## src/rtl/mul_arbiter_if.sv

```systemverilog
// Handshake bundle between the job arbiter (master) and a shift-add multiplier (slave).
// Signal names keep the multiplier's native mixed-case naming.
interface mul_arbiter_if #(
  parameter int WIDTH = 32
);
  logic                   mul_Reset;
  logic                   mul_Run;
  logic [WIDTH-1:0]       mul_A;
  logic [WIDTH-1:0]       mul_B;
  logic                   mul_Ready;
  logic [2*WIDTH-1:0]     mul_Product;

  modport master (
    output mul_Reset, mul_Run, mul_A, mul_B,
    input  mul_Ready, mul_Product
  );

  modport slave (
    input  mul_Reset, mul_Run, mul_A, mul_B,
    output mul_Ready, mul_Product
  );
endinterface

```

## src/rtl/mul_arbiter.sv

```systemverilog
// Round-robin arbiter sharing one multi-cycle multiplier between two requesters,
// with a watchdog that abandons jobs whose multiplier never reports ready.
module mul_arbiter #(
  parameter int WIDTH      = 32,
  parameter int MAX_CYCLES = 40
) (
  input  logic                 clk,
  input  logic                 Reset,
  input  logic                 req0,
  input  logic                 req1,
  input  logic [WIDTH-1:0]     a0,
  input  logic [WIDTH-1:0]     b0,
  input  logic [WIDTH-1:0]     a1,
  input  logic [WIDTH-1:0]     b1,
  mul_arbiter_if.master        mul,
  output logic [2*WIDTH-1:0]   result,
  output logic                 done0,
  output logic                 done1,
  output logic                 err,
  output logic                 busy
);

  localparam int             CW      = $clog2(MAX_CYCLES + 1);
  localparam logic [CW-1:0]  MAX_CNT = CW'(MAX_CYCLES);

  typedef enum logic [2:0] {IDLE, LOAD, RUN, DONE, ERR} state_e;

  state_e               state_q, state_d;
  logic                 gnt_q, gnt_d;
  logic                 prio_q, prio_d;
  logic [CW-1:0]        cnt_q, cnt_d;
  logic [WIDTH-1:0]     mul_a_q, mul_a_d;
  logic [WIDTH-1:0]     mul_b_q, mul_b_d;
  logic                 mul_reset_q, mul_reset_d;
  logic                 mul_run_q, mul_run_d;
  logic [2*WIDTH-1:0]   result_q, result_d;
  logic                 done0_q, done0_d;
  logic                 done1_q, done1_d;
  logic                 err_q, err_d;

  always_comb begin
    // NOTE: every signal gets a default before the case so no path leaves it unassigned (no latches).
    state_d     = state_q;
    gnt_d       = gnt_q;
    prio_d      = prio_q;
    cnt_d       = cnt_q;
    mul_a_d     = mul_a_q;
    mul_b_d     = mul_b_q;
    mul_reset_d = 1'b0;
    mul_run_d   = mul_run_q;
    result_d    = result_q;
    done0_d     = 1'b0;
    done1_d     = 1'b0;
    err_d       = 1'b0;

    unique case (state_q)
      IDLE: begin
        if (req0 || req1) begin
          // prio only matters on contention; a lone request always wins
          gnt_d   = (req0 && req1) ? prio_q : req1;
          state_d = LOAD;
        end
      end
      LOAD: begin
        mul_a_d     = gnt_q ? a1 : a0;
        mul_b_d     = gnt_q ? b1 : b0;
        mul_reset_d = 1'b1;
        mul_run_d   = 1'b0;
        cnt_d       = '0;
        state_d     = RUN;
      end
      RUN: begin
        mul_run_d = 1'b1;
        cnt_d     = cnt_q + CW'(1);
        if (mul.mul_Ready) begin
          result_d = mul.mul_Product;
          state_d  = DONE;
        end else if (cnt_d == MAX_CNT) begin
          state_d  = ERR;
        end
      end
      DONE: begin
        done0_d   = ~gnt_q;
        done1_d   = gnt_q;
        prio_d    = ~gnt_q;
        mul_run_d = 1'b0;
        state_d   = IDLE;
      end
      ERR: begin
        err_d       = 1'b1;
        mul_reset_d = 1'b1;
        mul_run_d   = 1'b0;
        prio_d      = ~gnt_q;
        state_d     = IDLE;
      end
      default: state_d = IDLE;
    endcase
  end

  // NOTE: state is updated with non-blocking assignments so every flop samples pre-edge values.
  always_ff @(posedge clk) begin
    if (!Reset) begin
      state_q     <= IDLE;
      gnt_q       <= 1'b0;
      prio_q      <= 1'b0;
      cnt_q       <= '0;
      mul_a_q     <= '0;
      mul_b_q     <= '0;
      mul_reset_q <= 1'b0;
      mul_run_q   <= 1'b0;
      result_q    <= '0;
      done0_q     <= 1'b0;
      done1_q     <= 1'b0;
      err_q       <= 1'b0;
    end else begin
      state_q     <= state_d;
      gnt_q       <= gnt_d;
      prio_q      <= prio_d;
      cnt_q       <= cnt_d;
      mul_a_q     <= mul_a_d;
      mul_b_q     <= mul_b_d;
      mul_reset_q <= mul_reset_d;
      mul_run_q   <= mul_run_d;
      result_q    <= result_d;
      done0_q     <= done0_d;
      done1_q     <= done1_d;
      err_q       <= err_d;
    end
  end

  assign mul.mul_Reset = mul_reset_q;
  assign mul.mul_Run   = mul_run_q;
  assign mul.mul_A     = mul_a_q;
  assign mul.mul_B     = mul_b_q;
  assign result        = result_q;
  assign done0         = done0_q;
  assign done1         = done1_q;
  assign err           = err_q;
  assign busy          = (state_q != IDLE);

endmodule

```

## src/flat_wrapper.sv

```systemverilog
// flat-port wrapper written by rule: the top's interface ports become plain ports
module mul_arbiter_flat 
#(
  parameter int WIDTH      = 32,
  parameter int MAX_CYCLES = 40
)
  (clk, Reset, req0, req1, a0, b0, a1, b1, result, done0, done1, err, busy, mul_mul_Reset, mul_mul_Run, mul_mul_A, mul_mul_B, mul_mul_Ready, mul_mul_Product);
  mul_arbiter_if #(.WIDTH(WIDTH)) mul_i ();
  input  logic clk;
  input  logic Reset;
  input  logic req0;
  input  logic req1;
  input  logic [WIDTH-1:0] a0;
  input  logic [WIDTH-1:0] b0;
  input  logic [WIDTH-1:0] a1;
  input  logic [WIDTH-1:0] b1;
  output logic [2*WIDTH-1:0] result;
  output logic done0;
  output logic done1;
  output logic err;
  output logic busy;
  output wire logic [$bits(mul_i.mul_Reset)-1:0] mul_mul_Reset;
  output wire logic [$bits(mul_i.mul_Run)-1:0] mul_mul_Run;
  output wire logic [$bits(mul_i.mul_A)-1:0] mul_mul_A;
  output wire logic [$bits(mul_i.mul_B)-1:0] mul_mul_B;
  input wire logic [$bits(mul_i.mul_Ready)-1:0] mul_mul_Ready;
  input wire logic [$bits(mul_i.mul_Product)-1:0] mul_mul_Product;
  assign mul_mul_Reset = mul_i.mul_Reset;
  assign mul_mul_Run = mul_i.mul_Run;
  assign mul_mul_A = mul_i.mul_A;
  assign mul_mul_B = mul_i.mul_B;
  assign mul_i.mul_Ready = mul_mul_Ready;
  assign mul_i.mul_Product = mul_mul_Product;
  mul_arbiter #(.WIDTH(WIDTH), .MAX_CYCLES(MAX_CYCLES)) u_core (.clk(clk), .Reset(Reset), .req0(req0), .req1(req1), .a0(a0), .b0(b0), .a1(a1), .b1(b1), .mul(mul_i), .result(result), .done0(done0), .done1(done1), .err(err), .busy(busy));
endmodule
```

## config.mk

```make
export PLATFORM = sky130hd
export DESIGN_NAME = mul_arbiter_flat
export DESIGN_NICKNAME = d
export VERILOG_FILES = /design/src/rtl/mul_arbiter_if.sv /design/src/rtl/mul_arbiter.sv /design/src/flat_wrapper.sv
export SDC_FILE = /design/constraint.sdc
export NUM_CORES = 1
export LEC_CHECK = 0
export CORE_AREA = 2 2 129 131
export DETAILED_ROUTE_END_ITERATION = 6
export DIE_AREA = 0 0 131 133
export PLACE_DENSITY_LB_ADDON = 0.08
export SLEW_MARGIN = 40
export SYNTH_ARGS = -nofsm -noshare
export SYNTH_HDL_FRONTEND = slang
export SYNTH_SLANG_ARGS = --single-unit
```

## constraint.sdc

```tcl
create_clock -name clk -period 3.65 [get_ports clk]
set_input_delay 0.365 -clock clk [delete_from_list [all_inputs] [get_ports clk]]
set_output_delay 0.365 -clock clk [all_outputs]
set_load 0.02 [all_outputs]
```

==> impl_metrics.json, run 1 <==
{
  "status": "finished clean",
  "wl_per_cell_um": 16.06,
  "syn_to_final_growth_pct": 68.56,
  "p_per_area_nw_per_um2": 469.6,
  "hold_path.class": "register to register",
  "ant_nets": 0,
  "cts_sinks": 144,
  "grt_pass1_wl_um": 28640,
  "cts_root_buf": "clkbuf_16",
  "cts_resized": 0,
  "rows": 47,
  "firstDrtPassIters": 4,
  "syn_inst": 659,
  "crit_buf_inv": 1,
  "dieArea_um2": 17420,
  "synth_nets": 857,
  "critPathKind": "register to output pin",
  "via_per_inst": 4.782,
  "setup_violations": 0,
  "cp.arrival_ps": 2030,
  "hpwl_um": 14330,
  "nNetsFinal": 1162,
  "drc": 0,
  "cp_max_fo": 20,
  "crit_path_end_kind": "output pin",
  "min_period_ps": 2390,
  "yosys.cell_types.count": 36,
  "instances_no_fill": 1195,
  "grt.total_usage_pct": 21.22,
  "rsz0062_at_grt": "no",
  "syn_area_um2": 5886,
  "die_h_um": 133,
  "seqPwrFrac_pct": 38.1,
  "fp.dieW_um": 131,
  "place_area_um2": 9261,
  "grt_pass1_vias": 5506,
  "yosys_register_bits": 144,
  "cts_buffers": 17,
  "yosys_warnings": 0,
  "drv_cap": 0,
  "hold_buffers": 0,
  "ys_seq_area_share_pct": 48.98,
  "finalCritPeriodShare_pct": 65.49,
  "start_kind": "register",
  "critPathTopFamily": "flip-flops",
  "grt-ovfl-total": 0,
  "ir_drop_mv": 0.2818,
  "port-buffer-count": 330,
  "setup_tns_ps": 0,
  "max_slew_margin_pct": 48.72,
  "intPower_w": 0.003437,
  "grt_max_degree": 95,
  "diodes": 0,
  "io_pins": 331,
  "cp_slowest_cell": "dfxtp_1",
  "cp_slowest_stage_delay_ps": 750,
  "grt_antenna_before_repair": 0,
  "via_count": 5715,
  "worst_slack_ps": 1260,
  "p_switching_w": 0.001222,
  "crit_chain": "or3_1 -> clkdlybuf4s50_1",
  "clock_power_share_pct": 39.9,
  "avgSynthCellArea_um2": 8.931,
  "hold_viol_final": 0,
  "cp.required_ps": 3280,
  "clk_latency_ps": 420,
  "post-place-ws_ps": 1261,
  "coreArea_um2": 16170,
  "tritoncts": "done",
  "cts_buffer_depth": 2,
  "design_area_um2": 9921,
  "pwr-share-comb_pct": 22.0,
  "worstMarginPinSlew_ps": 769.2,
  "drive_gt1_share_pct": 6.769,
  "wl_um": 19190,
  "gp_congestion": 0.8010,
  "leakage_nw": 3.406,
  "drv_slew": 0,
  "drtIter0Drc": 276,
  "start_util_pct": 36.39,
  "swShare_pct": 26.22,
  "dp_cells": 1164,
  "htree_levels": 4,
  "max_freq_ghz": 0.4184,
  "finClkSkew_ps": 7.919,
  "postCtsSetupRepairBufs": 0,
  "clkTransAtPathRegs_ps": 60
}
## cells in the final DEF (no fill, tap or decap), types with 7 or more instances in the layout
master and count:
a21oi_1 73, o21ai_0 8, clkdlybuf4s50_1 330, a211oi_2 20, dfxtp_1 143, nand2_1 137
a211oi_1 44, buf_4 7, nand3_1 7, mux2i_1 65, nor2_1 71, clkbuf_16 18
## cell type report
class	instances	area, um2
clock buffer	21	481.7
clock inverter	9	153.9
fill	1367	6251
inverter	5	21.27
multi-input combinational	456	2695
sequential	144	2887
tap	220	275.3
timing repair buffer	340	3407
## synth_stat cells
| master | instances | area (um2) |
|---|---|---|
| a22o_1 | 1 | 8.760 |
| o211ai_1 | 2 | 15.01 |
| nor2_2 | 2 | 12.51 |
| and3_1 | 1 | 6.260 |
| or3_1 | 3 | 18.77 |
| buf_4 | 7 | 52.55 |
| nand2_1 | 137 | 514.2 |
| nor4_1 | 2 | 12.51 |
| clkinv_1 | 1 | 3.750 |
| nand3_2 | 1 | 10.01 |
| nor3b_1 | 1 | 7.510 |
| a21oi_1 | 73 | 365.4 |
| mux2i_1 | 65 | 650.6 |
| o2111a_1 | 2 | 22.52 |
| a211oi_1 | 44 | 330.3 |
| o21ai_0 | 8 | 40.04 |
| o2111ai_1 | 1 | 8.760 |
| dfxtp_1 | 144 | 2883 |
| and2_1 | 1 | 6.260 |
| nand4_1 | 1 | 6.260 |
| buf_2 | 17 | 85.08 |
| clkbuf_1 | 23 | 86.33 |
| nor2b_1 | 2 | 12.51 |
| nand2b_1 | 1 | 6.260 |
| nand3_1 | 7 | 35.03 |
| ha_1 | 1 | 12.51 |
| buf_6 | 7 | 78.83 |
| nand4b_1 | 1 | 8.760 |
| nor3_1 | 3 | 15.01 |
| a21o_1 | 1 | 7.510 |
| a211oi_2 | 20 | 250.2 |
| nand2b_2 | 1 | 8.760 |
| inv_1 | 4 | 15.01 |
| nand3b_1 | 1 | 7.510 |
| o21a_1 | 2 | 15.01 |
| nor2_1 | 71 | 266.5 |
## sequential cells by signal, indices dropped and copies added (netlist names)
name                  flops
u_core.mul.mul_Reset      1
u_core.cnt_q              6
u_core.mul.mul_B         32
u_core.done0              1
u_core.prio_q             1
u_core.result            64
u_core.gnt_q              1
u_core.state_q            3
u_core.mul.mul_Run        1
u_core.done1              1
u_core.err                1
u_core.mul.mul_A         32
## path summary, 6_finish.rpt
check,start,end,slack (ps),cells past startpoint
setup / recovery,u_core.state_q[1],busy,1260,2
hold / removal,u_core.result[48],u_core.result[48],450,2
setup reg to reg,u_core.state_q[1],u_core.result[16],1480,4
hold reg to reg,u_core.result[48],u_core.result[48],450,2
## worst register-to-register path: cells and delay by family (launching register included)
family	cells	cell delay, ps
DFF	1	750
and+or+nand+nor	2	720
buffers and inverters	1	480
AOI/OAI and AO/OA	1	150
## cell families after synthesis
kind of cell	Yosys count	synth area share [%]
flops	144	48.98
simple gates	236	16.22
buf+inv	59	5.463
compound gates	154	18.07
mux	65	11.05
fa+ha+maj	1	0.2126
## routing by layer
metal | wire length, um | global-route usage (%) | vias to the layer above
met5 | 0 | 0 | -
li1 | - | - | 2887
met2 | 9387 | 36.15 | 228
met3 | 1851 | 8.006 | 29
met1 | 7513 | 24.07 | 2571
met4 | 439 | 7.506 | 0
## power groups by stage
stage | Clock [W] | Sequential [W] | Combinational (W)
CTS | 0.00189 | 0.00179 | 0.00102
global placement | 0 | 0.00182 | 0.000997
floorplan | 0 | 0.00193 | 0.000386
detailed placement | 0 | 0.00182 | 0.00102
global route | 0.00195 | 0.00179 | 0.00110
finish | 0.00186 | 0.00177 | 0.00103
## per-stage QoR
step           hold slack, ps  power [W]  utilization [%]
2_1_floorplan           457.9   0.002312                -
3_3_place_gp            441.5   0.002813            57.22
3_5_place_dp            446.6   0.002838            57.27
4_1_cts                 454.4   0.004698            61.20
5_1_grt                 471.3   0.004840            61.35
6_report                451.7   0.004658            61.35
Note: power is estimated with default switching activity, not from simulation.
==> inputs of run 2 (changes only) <==
- CORE_AREA: 2 2 129 131 -> 2 2 130 132
- DIE_AREA: 0 0 131 133 -> 0 0 132 134
- clock period: 3.65 -> 2.2 ns (I/O delays scaled with it)
==> impl_metrics.json, run 2 (same netlist as run 1, synthesis figures left out) <==
{
  "status": "finished clean",
  "cts_root_buf": "clkbuf_16",
  "coreArea_um2": 16290,
  "grt-ovfl-total": 0,
  "cp_slowest_stage_delay_ps": 560,
  "diodes": 0,
  "start_kind": "register",
  "final_common_cell": "clkdlybuf4s50_1",
  "leakage_nw": 3.415,
  "drive_gt1_share_pct": 7.622,
  "start_util_pct": 36.13,
  "cts_buffer_depth": 2,
  "via_count": 5622,
  "fp.dieW_um": 132,
  "grt_pass1_wl_um": 28630,
  "cts_buffers": 17,
  "regArea_um2": 2887,
  "p_per_area_nw_per_um2": 735.7,
  "port-buffer-count": 330,
  "power_w": 0.007300,
  "firstDrtPassIters": 4,
  "syn_to_final_growth_pct": 68.58,
  "hpwl_um": 13790,
  "multiInputGateArea_um2": 2688,
  "max_freq_ghz": 0.4780,
  "largest_reg_flops": 64,
  "drc": 0,
  "grt.total_usage_pct": 20.57,
  "max_slew_margin_pct": 69.11,
  "setup_violations": 0,
  "dieArea_um2": 17690,
  "cp_max_fo": 14,
  "worstMarginPinSlew_ps": 462.7,
  "cts_resized": 0,
  "hold_viol_final": 0,
  "drv_slew": 0,
  "wl_um": 18510,
  "die_h_um": 134,
  "cp.arrival_ps": 1870,
  "nNetsFinal": 1170,
  "cp_slowest_cell": "clkdlybuf4s50_1",
  "io_pins": 331,
  "drv_cap": 0,
  "critPathKind": "register to output pin",
  "tritoncts": "done",
  "finClkSkew_ps": 5.457,
  "min_period_ps": 2092,
  "cts_sinks": 144,
  "postCtsSetupRepairBufs": 0,
  "gp_congestion": 0.7966,
  "grt_antenna_before_repair": 0,
  "drtIter0Drc": 256,
  "place_area_um2": 9384,
  "critPathTopFamily": "buffers and inverters",
  "crit_chain": "or3_1 -> clkdlybuf4s50_1",
  "ant_nets": 0,
  "htree_levels": 4,
  "rsz0062_at_grt": "no",
  "rows": 47,
  "design_area_um2": 9922,
  "fillers": 1462,
  "cp.required_ps": 1980,
  "crit_buf_inv": 1,
  "setup_tns_ps": 0,
  "clkTransAtPathRegs_ps": 60,
  "grt_max_degree": 65,
  "finalCritPeriodShare_pct": 95.10,
  "ir_drop_mv": 0.4855,
  "final_cell_mix": "clkdlybuf4s50_1, dfxtp_1, nand2_1, a21oi_1, nor2_1",
  "whs_ps": 343.4,
  "crit_path_end_kind": "output pin",
  "hold_path.class": "primary input to register",
  "via_per_inst": 4.669,
  "grt_pass1_vias": 5261,
  "hold_buffers": 0,
  "wl_per_cell_um": 15.37,
  "clk_latency_ps": 420
}
-- run 2: final cells by class --
class | count | share of cell area, %
Timing Repair Buffer | 348 | 35.41
Sequential cell | 144 | 29.09
Multi-Input combinational cell | 456 | 27.09
Clock buffer | 19 | 4.464
Tap cell | 220 | 2.774
Clock inverter | 12 | 0.9584
Inverter | 5 | 0.2144
-- run 2: metal layers --
metal | vias up | share of wire, % | track usage [%]
li1 | 2902 | - | -
met5 | - | 0 | 0
met4 | 0 | 1.5 | 6.944
met2 | 212 | 47 | 33.28
met1 | 2486 | 42 | 24.49
met3 | 22 | 10 | 9.033
-- run 2: worst paths after layout --
check	slack, ps	cells past startpoint	end	start
worst max-delay path	110	2	busy	u_core.state_q[0]
worst min-delay path	340	3	u_core.result[14]	mul_mul_Product[14]
worst max register to register	380	5	u_core.mul.mul_A[18]	u_core.state_q[0]
worst min register to register	450	2	u_core.result[25]	u_core.result[25]
-- run 2: power by group --
group / leakage (nW) / internal (W) / switching [W]
logic: 1.98 / 0.000911 / 0.000838
clock network: 0.260 / 0.00156 / 0.00107
registers: 1.18 / 0.00281 / 0.000114
total: 3.41 / 0.00528 / 0.00202
-- run 2: worst min-delay path: stages --
cell and delay, ps:
clkdlybuf4s50_1 390, nand2_1 50, a21oi_1 50
-- run 2: per-stage QoR --
| stage | std cells | setup slack, ps | utilization, % |
|---|---|---|---|
| after floorplan | 659 | 858.9 | - |
| after global placement | 1173 | 464.2 | 57.61 |
| after detailed placement | 1173 | 404.1 | 57.61 |
| after CTS | 1204 | 87.61 | 60.91 |
| after global routing | 1204 | 33.28 | 60.91 |
| final | 1204 | 107.8 | 60.91 |
